===== src/rtl/fifo_stream_reader_if.sv =====
// FIFO read port plus outgoing valid/ready stream for fifo_stream_reader.
// The master modport is the reader's view. The slave modport is the
// environment's view: the FIFO and the downstream consumer together.
interface fifo_stream_reader_if #(
    parameter int DATA_WIDTH = 64
);
    // FIFO read side
    logic                  rdreq;
    logic [DATA_WIDTH-1:0] q;
    logic                  rdempty;

    // Stream side
    logic                  out_valid;
    logic [DATA_WIDTH-1:0] out_data;
    logic                  out_last;
    logic                  out_ready;

    modport master (
        output rdreq,
        input  q,
        input  rdempty,
        output out_valid,
        output out_data,
        output out_last,
        input  out_ready
    );

    modport slave (
        input  rdreq,
        output q,
        output rdempty,
        input  out_valid,
        input  out_data,
        input  out_last,
        output out_ready
    );
endinterface


===== src/rtl/fifo_stream_reader.sv =====
// Read-side drain engine for the dual-clock FIFO, running in the rdclk domain.
// It issues rdreq against the FIFO's registered q and absorbs the one-cycle
// read latency in a 3-entry skid buffer. Words are presented on a valid/ready
// stream at one word per cycle.
// Optional packet framing: define FIFO_READER_LAST_EN to drive out_last on
// every PKT_WORDS-th beat. Without it, out_last is tied low.
module fifo_stream_reader #(
    parameter int DATA_WIDTH = 64,
    parameter int PKT_WORDS  = 4
) (
    input  logic                 rdclk,
    input  logic                 rst_n,
    input  logic                 en,
    output logic                 idle,
    fifo_stream_reader_if.master bus
);

    localparam logic [1:0] LAST_IDX = 2'd2;

    // A zero-length packet is meaningless, so reject it at elaboration.
    if (PKT_WORDS < 1) begin : g_bad_pkt_words
        $error("fifo_stream_reader: PKT_WORDS must be at least 1");
    end

    logic [DATA_WIDTH-1:0] buf_mem [3];
    logic [1:0]            wr_idx;
    logic [1:0]            rd_idx;
    logic [1:0]            count;
    logic                  inflight;
    logic [2:0]            occupancy;
    logic                  pop;

    // Advance a buffer index, wrapping 2 -> 0.
    function automatic logic [1:0] next_idx(input logic [1:0] idx);
        return (idx == LAST_IDX) ? 2'd0 : idx + 2'd1;
    endfunction

    // Words held in the buffer plus the word currently coming back from the FIFO.
    assign occupancy = {1'b0, count} + {2'b00, inflight};

    // Reads are issued only when the buffer can still absorb the answer.
    // count and inflight are both registers, so out_ready has no
    // combinational path to rdreq. Reset holds rdreq low.
    assign bus.rdreq = rst_n && en && !bus.rdempty && (occupancy < 3'd3);

    assign bus.out_valid = (count != 2'd0);
    assign bus.out_data  = buf_mem[rd_idx];
    assign pop           = bus.out_valid && bus.out_ready;
    assign idle          = (count == 2'd0) && !inflight;

    // Buffer state: capture the returning FIFO word at the tail and pop at the head.
    always_ff @(posedge rdclk or negedge rst_n) begin
        if (!rst_n) begin
            inflight <= 1'b0;
            wr_idx   <= 2'd0;
            rd_idx   <= 2'd0;
            count    <= 2'd0;
            // NOTE: the buffer is reset (not left as-is) because out_data is
            // read straight from the head entry and must show zero after reset.
            for (int i = 0; i < 3; i++) begin
                buf_mem[i] <= '0;
            end
        end else begin
            // NOTE: non-blocking assignments throughout, so every register
            // here sees the values from before this clock edge.
            inflight <= bus.rdreq;
            if (inflight) begin
                buf_mem[wr_idx] <= bus.q;
                wr_idx          <= next_idx(wr_idx);
            end
            if (pop) begin
                rd_idx <= next_idx(rd_idx);
            end
            case ({inflight, pop})
                2'b10:   count <= count + 2'd1;
                2'b01:   count <= count - 2'd1;
                default: count <= count;
            endcase
        end
    end

`ifdef FIFO_READER_LAST_EN
    localparam int              BEAT_W    = (PKT_WORDS > 1) ? $clog2(PKT_WORDS) : 1;
    localparam logic [BEAT_W-1:0] BEAT_LAST = BEAT_W'(PKT_WORDS - 1);

    logic [BEAT_W-1:0] beat;

    // Beat position in the current packet; advances on each pop and wraps after the last beat.
    always_ff @(posedge rdclk or negedge rst_n) begin
        if (!rst_n) begin
            beat <= '0;
        end else if (pop) begin
            beat <= (beat == BEAT_LAST) ? '0 : beat + BEAT_W'(1);
        end
    end

    assign bus.out_last = bus.out_valid && (beat == BEAT_LAST);
`else
    assign bus.out_last = 1'b0;
`endif

endmodule


===== src/flat_wrapper.sv =====
// flat-port wrapper written by rule: the top's interface ports become plain ports
module fifo_stream_reader_flat 
#(
    parameter int DATA_WIDTH = 64,
    parameter int PKT_WORDS  = 4
)
  (rdclk, rst_n, en, idle, bus_rdreq, bus_q, bus_rdempty, bus_out_valid, bus_out_data, bus_out_last, bus_out_ready);
  fifo_stream_reader_if #(.DATA_WIDTH(DATA_WIDTH)) bus_i ();
  input  logic rdclk;
  input  logic rst_n;
  input  logic en;
  output logic idle;
  output wire logic [$bits(bus_i.rdreq)-1:0] bus_rdreq;
  input wire logic [$bits(bus_i.q)-1:0] bus_q;
  input wire logic [$bits(bus_i.rdempty)-1:0] bus_rdempty;
  output wire logic [$bits(bus_i.out_valid)-1:0] bus_out_valid;
  output wire logic [$bits(bus_i.out_data)-1:0] bus_out_data;
  output wire logic [$bits(bus_i.out_last)-1:0] bus_out_last;
  input wire logic [$bits(bus_i.out_ready)-1:0] bus_out_ready;
  assign bus_rdreq = bus_i.rdreq;
  assign bus_i.q = bus_q;
  assign bus_i.rdempty = bus_rdempty;
  assign bus_out_valid = bus_i.out_valid;
  assign bus_out_data = bus_i.out_data;
  assign bus_out_last = bus_i.out_last;
  assign bus_i.out_ready = bus_out_ready;
  fifo_stream_reader #(.DATA_WIDTH(DATA_WIDTH), .PKT_WORDS(PKT_WORDS)) u_core (.rdclk(rdclk), .rst_n(rst_n), .en(en), .idle(idle), .bus(bus_i));
endmodule

===== config.mk =====
export PLATFORM = sky130hd
export DESIGN_NAME = fifo_stream_reader_flat
export DESIGN_NICKNAME = d
export VERILOG_FILES = /design/src/rtl/fifo_stream_reader_if.sv /design/src/rtl/fifo_stream_reader.sv /design/src/flat_wrapper.sv
export SDC_FILE = /design/constraint.sdc
export NUM_CORES = 1
export LEC_CHECK = 0
export CORE_MARGIN = 2
export CORE_UTILIZATION = 57
export CTS_BUF_LIST = sky130_fd_sc_hd__clkbuf_2
export CTS_CLUSTER_SIZE = 30
export DETAILED_ROUTE_END_ITERATION = 16
export GPL_TIMING_DRIVEN = 0
export HOLD_SLACK_MARGIN = 0.1
export PLACE_DENSITY = 0.88
export SYNTH_ARGS = -nofsm -noshare
export SYNTH_HDL_FRONTEND = slang
export SYNTH_SLANG_ARGS = --single-unit

===== constraint.sdc =====
create_clock -name rdclk -period 3.45 [get_ports rdclk]
set_input_delay 0.345 -clock rdclk [delete_from_list [all_inputs] [get_ports rdclk]]
set_output_delay 0.345 -clock rdclk [all_outputs]
set_load 0.005 [all_outputs]

## Word-level counts from Yosys, hierarchy flattened

Cells that the tools add are included.

- Bitwise logic cells: 2
- Muxes and demuxes: 9
- Order comparisons: 4
- Add/subtract/negate cells: 5
- Equality and inequality tests: 4
- Reduce and logical (&&, ||, !) cells: 11

Operators with widths:

| kind | count |
|---|---|
| $bwmux W192 | 1 |
| $mux W64 | 3 |
| $bmux W64 S2 | 1 |
| $demux W64 S2 | 1 |
| $add A2 B1 Y2 const B | 3 |
| $eq A2 B2 Y1 const B | 3 |
| $ge A3 B3 Y1 const B | 2 |
| $logic_and A1 B1 Y1 | 6 |
| $not A2 Y3 | 2 |
| $mux W2 | 2 |
| $pmux W2 S2 | 1 |
| $reduce_bool A2 Y1 | 2 |
| $add A2 B1 Y3 | 1 |
| $lt A3 B1 Y1 const B | 1 |
| $lt A3 B2 Y1 const B | 1 |
| $eq A2 B1 Y1 const B | 1 |
| $logic_not A1 Y1 | 2 |
| $logic_not A2 Y1 | 1 |
| $sub A2 B1 Y2 const B | 1 |

- Bits in registers: 199
- Logic and storage cells: 42

## Longest topological paths before layout

Gate-level depths: netlist (run 1).

- Word-level depth: 6
- Depth in mapped cells: 6
- Depth with buffers taken out: 6

## Worst setup path before layout (run 1)

OpenSTA, ideal clock, no wires.

- Path type: reg2out
- Start point: register u_core.inflight
- End point: output bus_rdreq
- Arrival: 1.425 ns
- Setup slack: 1.680 ns
- Cell stages (with the launch flop): 4
- Cell sequence: dfrtp_1 -> ha_1 -> ha_1 -> a2111oi_0

- Longest elaborated chain between the ends: 3

RTL lines:

| element | line | RTL |
|---|---|---|
| from (decl) | fifo_stream_reader.sv:29 | `logic inflight;` |
| from (signal assigned) | fifo_stream_reader.sv:66 | `inflight <= bus.rdreq;` |
| $add A2 B1 Y3 | fifo_stream_reader.sv:39 | `assign occupancy = {1'b0, count} + {2'b00, inflight};` |
| $lt A3 B2 Y1 | fifo_stream_reader.sv:44 | `assign bus.rdreq = rst_n && en && !bus.rdempty && (occupancy < 3'd3);` |
| $logic_and A1 B1 Y1 | fifo_stream_reader.sv:44 |  |
| to (decl) | flat_wrapper.sv:13 | `output wire logic [$bits(bus_i.rdreq)-1:0] bus_rdreq;` |

No other way between the ends.

## Final worst setup path (run 1)

- Start point: register u_core.count[0]
- End point: output bus_rdreq

- Longest elaborated chain between the ends: 3

RTL lines:

| element | line | RTL |
|---|---|---|
| from (decl) | fifo_stream_reader.sv:28 | `logic [1:0] count;` |
| from (signal assigned) | fifo_stream_reader.sv:75 | `2'b10: count <= count + 2'd1;` |
| from (signal assigned) | fifo_stream_reader.sv:76 | `2'b01: count <= count - 2'd1;` |
| from (signal assigned) | fifo_stream_reader.sv:77 | `default: count <= count;` |
| $add A2 B1 Y3 | fifo_stream_reader.sv:39 |  |
| $lt A3 B2 Y1 | fifo_stream_reader.sv:44 |  |
| $logic_and A1 B1 Y1 | fifo_stream_reader.sv:44 |  |

No other way between the ends.

==> results.ini, run 1 <==
[timing]
setup_viol=0
fin_skew_ns=0.0278
slew_violations=0
setup_slack_ns=0.180
tightest_slew_ns=0.654
fmax_ghz=0.306
fin_crit_sh=0.948
rsz0062_at_grt=no
hold_ws_ns=0.151
period_needed_ns=3.27
relSlewSlack=0.564
hold_viol=0

[cells_and_area]
n_fill_cell=1053
antenna_cells=0
multi_input_area_um2=3750
layout.nets=883
seqCellArea_um2=4980
syn_to_final_growth_pct=22.5
final_cells=1040
drive_gt1_frac=0.324

[die]
die_w_um=130
design.core.area_um2=15700
die-area_um2=16900
start_util=0.576
die_h_um=130
rows=46
ioPinCount=137

[flow_run]
cap_viol_max_count=0

[clocking]
htree_levels=4
root_buffer=clkbuf_2
path_clk_slew_ns=0.29
cts_tree=built
clockBufferDepth=2
numCtsBuffers=17
clk_latency_ns=0.75
cts.sinks=199

[placed_design]
place_congestion=0.790
hpwl_mm=14.0
dp.cells=1004
post-place-ws_ns=0.673
port_buffers=135

[global_route]
use_met1=0.334
grt_start_max_net_pins=123
grt_util_met2=0.422
grt_pass1_vias=6079
grt_first_pass_wirelength_mm=32.5
antenna_found_initial=1
grt_busiest_layer=met2
grt_use_met3=0.0607
gr-usage-all-layers=0.252
overflow=0

[power]
p_switching_mw=3.21
swShare=0.316
pwr-share-comb=0.450
vdd_drop_max_v=0.000721
seqPwrFrac=0.409
power_frac_clock=0.141
leakagePower_nw=4.92
p_int_mw=6.94
power.density_nw_per_um2=914

[run_status]
status=completed

[critical_path]
critPathMaxStageDelay_ns=0.61
crit_fanout=5
crit_slowest_cell=clkdlybuf4s50_1
path_buf_inv=1
setup.worst_path.class=reg2out
setup.worst_path.end_class=primary output
crit_path_start_kind=flop
critPathTopFamily=buffers and inverters
required_ns=3.11
arrival_ns=2.92
critPathMostFrequentCell=ha_1
crit_chain=ha_1 -> ha_1 -> a2111oi_1 -> clkdlybuf4s50_1

[routing]
viasPerCell=5.55
drt-wirelength-per-cell_um=19.5
vias=5772
ant_nets=0
drc=0
wl_mm=20.3
first_pass_iters=7
dr.first_iter.drc_count=374

[yosys]
ys_ff_latch=199
synth_edf_count=0
netlist_instances=652
synthArstFlopShare=1.00
synth.avg_cell_area_um2=13.9
synth.top_cell.area_share=0.550
yosysWarningCount=0
netlist_area_um2=9060
post-synth-top-count-cell=dfrtp_1
ys_types=26
netlist_top_cells_count=199 x dfrtp_1, 133 x mux2_2, 66 x o21ai_0
ys_seq_area_frac=0.550
netlist_top_cells_area=dfrtp_1 55%, mux2_2 17%, mux2_4 9.9%
synth_largest_area_cell=dfrtp_1
synth_fp_nets=724
synth_top_flop_cell=dfrtp_1

[worst_hold_path]
hold_class=in2async

[metal layers]
layer  wire length, um  part of all wire
met3               996             0.049
met5                 0                 0
met1              8690              0.43
met4               242             0.012
met2             10300              0.51
[layout by cell type, fill, tap and decap left out, types with 3 or more instances in the layout]
| master | netlist | final |
|---|---|---|
| clkbuf_4 | 0 | 3 |
| clkbuf_1 | 10 | 9 |
| nand2_1 | 65 | 65 |
| buf_4 | 6 | 8 |
| bufinv_16 | 0 | 6 |
| mux2i_1 | 64 | 64 |
| clkbuf_2 | 0 | 17 |
| mux2_2 | 133 | 133 |
| mux2_4 | 60 | 60 |
| ha_1 | 3 | 3 |
| o21ai_0 | 66 | 66 |
| clkinv_2 | 0 | 3 |
| clkdlybuf4s50_1 | 0 | 134 |
| inv_6 | 0 | 3 |
| dlygate4sd3_1 | 0 | 3 |
| buf_2 | 21 | 18 |
| dfrtp_1 | 199 | 198 |
| buf_12 | 6 | 7 |
[through the flow]
| step | cell area [um2] | power, mW | TNS [ns] | util |
|---|---|---|---|---|
| after global routing | 11100 | 10.8 | 0 | 0.706 |
| after CTS | 11100 | 10.2 | 0 | 0.705 |
| after floorplan | 9060 | 6.59 | 0 | - |
| final | 11100 | 10.1 | 0 | 0.706 |
| after global placement | 10700 | 8.47 | -1109.60 | 0.680 |
| after detailed placement | 10700 | 8.76 | 0 | 0.682 |
[registers in the layout, summed over array words and instances, names as in the netlist]
register and cells:
u_core.buf_mem 192, u_core.wr_idx 2, u_core.count 2, u_core.rd_idx 2, u_core.inflight 1
[kinds of logic after synthesis]
kind of cell               count (synthesis)  synth area share
adders and majority gates                  3           0.00414
and+or+nand+nor                           73            0.0315
other                                      1          0.000414
buffers and inverters                     47            0.0365
DFF                                      199             0.550
AOI/OAI and AO/OA                         69            0.0392
xor gates and xnor gates                   3           0.00290
muxes                                    257             0.336
[area by class of cell]
cell class,count,share of cell area
sequential,199,0.449
multi-input combinational,406,0.338
timing repair buffer,141,0.129
buffer,43,0.0291
tap,216,0.0243
clock inverter,15,0.0222
clock buffer,17,0.00767
inverter,3,0.00101
[final timing paths]
| check | depth (start not counted) | from | end | slack, ns |
|---|---|---|---|---|
| min in group rdclk | 2 | bus_q[18] | u_core.buf_mem[18] | 0.22 |
| worst max register to register | 4 | u_core.count[0] | u_core.inflight | 1.22 |
| worst min-delay path | 2 | rst_n | u_core.buf_mem[165] | 0.15 |
| worst min register to register | 1 | u_core.count[1] | u_core.count[1] | 0.53 |
| max in group asynchronous | 3 | rst_n | u_core.rd_idx[0] | 2.47 |
| worst max-delay path | 4 | u_core.count[0] | bus_rdreq | 0.18 |
[timing repair]
item,in CTS,in global routing
gates resized for setup,1,5
hold endpoints to repair,121,0
buffers inserted,0,2
pin swaps,0,0
hold buffers,3,0
endpoints found under the setup margin,55,24
[power groups by stage]
stage                     combinational (mW)  sequential (mW)  clock (mW)
after floorplan                         2.61             3.97           0
after CTS                               4.58             4.15        1.45
final                                   4.57             4.15        1.43
after global routing                    4.95             4.29        1.55
after detailed placement                4.57             4.19           0
after global placement                  4.39             4.08           0
No activity file was read; power rests on OpenSTA's default activity.
==> run 2, diff against run 1 <==
Settings changed: SETUP_SLACK_MARGIN from default to 0.3.
==> results.ini, run 2 (same netlist as run 1, synthesis figures left out) <==
[critical_path]
crit_fanout=5  ; unchanged
rr_worst_depth=4  ; unchanged
crit_path_start_kind=flop
setup.worst_path.end_class=primary output
arrival_ns=2.76  ; -0.16 ns
setup.worst_path.class=reg2out
required_ns=3.11  ; about the same

[timing]
rsz0062_at_grt=yes
fin_skew_ns=0.0249  ; -0.00287 ns
setup_viol=0  ; unchanged
hold_viol=0  ; unchanged
period_needed_ns=3.10  ; -0.166 ns
relSlewSlack=0.568  ; +0.00423
tightest_slew_ns=0.648  ; -0.00635 ns
fmax_ghz=0.322  ; +5.4%
tns_ns=0  ; unchanged
hold_ws_ns=0.142  ; -0.00886 ns
slew_violations=0  ; unchanged
fin_crit_sh=0.900  ; -0.0482

[cells_and_area]
final_cells=1041  ; +0.096%
top_register=u_core.buf_mem
final_cell_mix=198 x dfrtp_1, 133 x mux2_2, 131 x clkdlybuf4s50_1, 65 x nand2_1, 64 x mux2i_1
largest_register_ffs=192  ; unchanged
n_fill_cell=1039  ; -1.3%
antenna_cells=0  ; unchanged
syn_to_final_growth_pct=23.4
design_area_um2=11200  ; +0.72%
drive_gt1_frac=0.330  ; +0.00567
layout.nets=884  ; +0.11%
mostFrequentLayoutCell=dfrtp_1

[clocking]
root_buffer=clkbuf_2
numCtsBuffers=17  ; unchanged
cts_tree=built
htree_levels=4  ; unchanged
path_clk_slew_ns=0.26  ; -0.03 ns
clockBufferDepth=2  ; unchanged
clk_latency_ns=0.76  ; about the same
cts.sinks=199  ; unchanged

[die]
start_util=0.576  ; unchanged
rows=46  ; unchanged
die_h_um=130  ; unchanged
die_w_um=130  ; unchanged
die-area_um2=16900  ; unchanged
design.core.area_um2=15700  ; unchanged
ioPinCount=137  ; unchanged

[placed_design]
place_congestion=0.790  ; unchanged
dpl_cell_area_um2=10700  ; unchanged
hpwl_mm=14.0  ; unchanged
dp.cells=1004  ; unchanged
port_buffers=135  ; unchanged

[global_route]
antenna_found_initial=1  ; unchanged
grt_start_max_net_pins=123  ; unchanged
grt_pass1_vias=6092  ; +0.21%
grt_first_pass_wirelength_mm=32.6  ; +0.17%
overflow=0  ; unchanged
gr-usage-all-layers=0.252  ; +0.000445

[flow_run]
cap_viol_max_count=0  ; unchanged

[routing]
ant_nets=0  ; unchanged
drt-wirelength-per-cell_um=19.4  ; -0.32%
dr.first_iter.drc_count=376  ; +0.53%
wl_mm=20.2  ; -0.23%
viasPerCell=5.53  ; -0.42%
drc=0  ; unchanged
vias=5753  ; -0.33%
first_pass_iters=4  ; -3

[power]
vdd_drop_max_v=0.000710  ; -1.6%
total_power_mw=10.2  ; +0.83%
power.density_nw_per_um2=915  ; +0.11%
leakagePower_nw=4.99  ; +1.3%

[run_status]
status=completed

[worst_hold_path]
hold_class=in2async

-- run 2: path summary, 6_finish.rpt --
path | startpoint | to | slack (ns)
max | u_core.count[0] | bus_rdreq | 0.35
min | rst_n | u_core.buf_mem[39] | 0.14
max reg2reg | u_core.count[0] | u_core.inflight | 1.40
min reg2reg | u_core.count[1] | u_core.count[1] | 0.54
max in group asynchronous | rst_n | u_core.buf_mem[9] | 2.50
min in group rdclk | bus_q[18] | u_core.buf_mem[82] | 0.21
-- run 2: what timing repair did --
item,4_1_cts,5_1_grt
buffers inserted,2,0
setup endpoints to repair,65,61
hold buffers,3,0
endpoints found under the hold margin,121,0
resized for setup,19,20
-- run 2: power by group --
part | internal (mW) | switching (mW) | total [mW]
combinational | 2.88 | 1.78 | 4.66
sequential | 3.49 | 0.652 | 4.14
clock | 0.627 | 0.798 | 1.43
-- run 2: worst max-delay path, stage by stage, from the launching register on --
cell	delay, ns
dfrtp_2	0.51
ha_1	0.20
ha_1	0.29
a2111oi_2	0.43
clkdlybuf4s50_1	0.58
-- run 2: layout make-up --
| class | instances | area (um2) | share of cell area |
|---|---|---|---|
| multi-input cells | 406 | 3760 | 0.336 |
| inverters | 3 | 11.3 | 0.00101 |
| repair buffers | 141 | 1440 | 0.129 |
| clock inverters | 15 | 246 | 0.0220 |
| clock buffers | 17 | 85.1 | 0.00761 |
| plain buffers | 44 | 383 | 0.0342 |
| well taps | 216 | 270 | 0.0242 |
| flip-flops and latches | 199 | 4980 | 0.446 |
-- run 2: layer usage --
metal	wire (um)	global-route usage	up-vias
li1	-	-	2604
met1	8590	0.335	2974
met2	10300	0.423	151
met3	1040	0.0607	24
met4	299	0.0620	0
met5	0	0	-
-- run 2: metrics by stage --
| stage | setup WS (ns) | utilization |
|---|---|---|
| final | 0.346 | 0.711 |
| after global routing | 0.194 | 0.711 |
| after detailed placement | 0.673 | 0.682 |
| after CTS | 0.235 | 0.708 |
| after floorplan | 1.68 | - |
| after global placement | -5.54 | 0.680 |
==> run 3, diff against run 2 <==
Settings changed: ABC_AREA from default to 1, PLACE_DENSITY 0.88 to 0.87.
==> results.ini, run 3 <==
[yosys]
ys_seq_area_frac=0.546  ; -0.00422
ys_ff_latch=199  ; unchanged
synth_largest_area_cell=dfrtp_1
synth_top_flop_cell=dfrtp_1
synthArstFlopShare=1.00  ; unchanged
post-synth-top-count-cell=nand2_1
synth_fp_nets=1079  ; +49%
netlist_area_um2=9130  ; +0.77%
netlist_instances=1007  ; +54%
ys_types=20  ; -23%
netlist_top_cells_count=396 x nand2_1, 199 x dfrtp_1, 107 x o21ai_2
yosysWarningCount=0  ; unchanged
synth.avg_cell_area_um2=9.06  ; -35%
synth.top_cell.area_share=0.546  ; -0.00422
synth_edf_count=0  ; unchanged
netlist_top_cells_area=dfrtp_1 55%, nand2_1 16%, o21ai_2 10%

[die]
ioPinCount=137  ; unchanged
die-area_um2=17000  ; +0.75%
design.core.area_um2=15800  ; +0.37%
die_h_um=131  ; +0.38%
start_util=0.579  ; +0.00234
die_w_um=131  ; +0.38%
rows=46  ; unchanged

[placed_design]
dp.cells=1359  ; +35%
post-place-ws_ns=0.863  ; +0.190 ns
hpwl_mm=15.1  ; +7.5%
port_buffers=135  ; unchanged
place_congestion=0.784  ; -0.80%

[cells_and_area]
layout.nets=1244  ; +41%
final_cells=1401  ; +35%
final_cell_mix=396 x nand2_1, 198 x dfrtp_1, 134 x clkdlybuf4s50_1, 107 x o21ai_2, 77 x o21ai_1
top_register=u_core.buf_mem
seqCellArea_um2=4980  ; unchanged
n_fill_cell=1246  ; +20%
multi_input_area_um2=3310  ; -12%
largest_register_ffs=192  ; unchanged
syn_to_final_growth_pct=22.9
mostFrequentLayoutCell=nand2_1
drive_gt1_frac=0.177  ; -0.152

[routing]
wl_met3_mm=1.39  ; +33%
drt-wirelength-per-cell_um=16.3  ; -16%
viasPerCell=5.34  ; -3.4%
first_pass_iters=5  ; +1
met1_length_mm=9.80  ; +14%
vias=7482  ; +30%
ant_nets=0  ; unchanged
dr.first_iter.drc_count=707  ; +88%
dr_wl_met2_mm=11.2  ; +8.7%
top_layer=met4
drc=0  ; unchanged
wl_mm=22.8  ; +13%

[run_status]
status=completed

[power]
leakagePower_nw=5.54  ; +11%
power.density_nw_per_um2=928  ; +1.4%
total_power_mw=10.4  ; +1.8%
vdd_drop_max_v=0.000465  ; -35%

[critical_path]
ff2ff_setup_slack_ns=1.87  ; +0.47 ns
r2r-end=u_core.count[1]
crit_path_start_kind=flop
arrival_ns=2.67  ; -0.09 ns
crit_fanout=10  ; +5
setup.worst_path.end_class=primary output
r2r_start=u_core.count[0]
setup.worst_path.class=reg2out
required_ns=3.11  ; about the same
rr_worst_depth=9  ; +5

[clocking]
cts_tree=built
clk_latency_ns=0.78  ; +0.02 ns
numCtsBuffers=17  ; unchanged
root_buffer=clkbuf_2
htree_levels=4  ; unchanged
clockBufferDepth=2  ; unchanged
cts.sinks=199  ; unchanged
postCtsSetupRepairBufs=0  ; -2
path_clk_slew_ns=0.24  ; -0.02 ns

[timing]
setup_slack_ns=0.437  ; +0.0906 ns
tightest_slew_ns=0.526  ; -0.122 ns
fin_skew_ns=0.0185  ; -0.00636 ns
tns_ns=0  ; unchanged
fin_crit_sh=0.873  ; -0.0263
period_needed_ns=3.01  ; -0.0906 ns
fmax_ghz=0.332  ; +3.0%
rsz0062_at_grt=yes
hold_viol=0  ; unchanged
slew_violations=0  ; unchanged
relSlewSlack=0.649  ; +0.0811
setup_viol=0  ; unchanged

[global_route]
gr-usage-all-layers=0.278  ; +0.0255
grt_first_pass_wirelength_mm=36.2  ; +11%
grt_pass1_vias=7237  ; +19%
antenna_found_initial=1  ; unchanged
grt_start_max_net_pins=130  ; +5.7%
overflow=0  ; unchanged

[worst_hold_path]
min_from=bus_q[39]
hold_class=in2reg
hold_path_depth=3
hold_end=u_core.buf_mem[103]

[flow_run]
cap_viol_max_count=0  ; unchanged

run 3: power breakdown:
part           switching [mW]  total (mW)  leakage, nW  internal [mW]
clock network           0.746        1.15        0.141          0.403
registers               0.640        4.13         2.32           3.49
logic                    2.50        5.13         3.08           2.63
total                    3.89        10.4         5.54           6.52
run 3: what timing repair did:
item	4_1_cts	5_1_grt
hold buffers	6	3
resized for setup	0	9
endpoints found under the hold margin	200	4
endpoints found under the setup margin	0	57
run 3: worst max path at each step:
stage / from / to / slack, ns / cells after the start
3_3_place_gp: rst_n / u_core.buf_mem[170] / -6.05 / 1
5_1_grt: u_core.rd_idx[0] / bus_out_data[58] / 0.29 / 6
3_5_place_dp: rst_n / bus_rdreq / 0.86 / 5
2_1_floorplan: u_core.inflight / bus_rdreq / 1.98 / 5
4_1_cts: u_core.rd_idx[0] / bus_out_data[58] / 0.31 / 6
6_report: u_core.rd_idx[1] / bus_out_data[58] / 0.44 / 6
run 3: critical path: stages (launching register included):
cell	delay, ns
dfrtp_1	0.45
inv_1	0.09
nor2_4	0.27
buf_2	0.33
nand2_1	0.08
nand3_1	0.14
clkdlybuf4s50_1	0.53
run 3: kinds of logic (layout without fill, tap and decap cells):
kind of cell	Yosys count	count (layout)	share of synthesized area
simple gates	471	471	0.206
flops	199	199	0.546
compound gates	195	195	0.151
buf+inv	137	314	0.0921
fa+ha+maj	3	3	0.00411
other cells	1	2	0.000411
xor+xnor	1	1	0.000960
run 3: area by class of cell:
cell class / count / share of cell area
well taps: 216 / 0.0241
inverters: 74 / 0.0248
clock inverters: 10 / 0.0116
flip-flops and latches: 199 / 0.444
plain buffers: 63 / 0.0514
multi-input cells: 671 / 0.295
diodes: 1 / 0.000223
repair buffers: 146 / 0.140
clock buffers: 21 / 0.00937
run 3: stage by stage:
step	hold WS (ns)	instance area, um2	util
floorplan	0.0494	9130	-
global placement	0.463	10700	0.682
detailed placement	0.340	10800	0.684
CTS	0.101	11100	0.707
global route	0.107	11200	0.711
finish	0.139	11200	0.711
run 3: per-layer routing:
layer / vias to the layer above / track usage
met5: - / 0
met4: 0 / 0.111
met3: 38 / 0.0623
met2: 293 / 0.444
met1: 3603 / 0.373
li1: 3548 / -
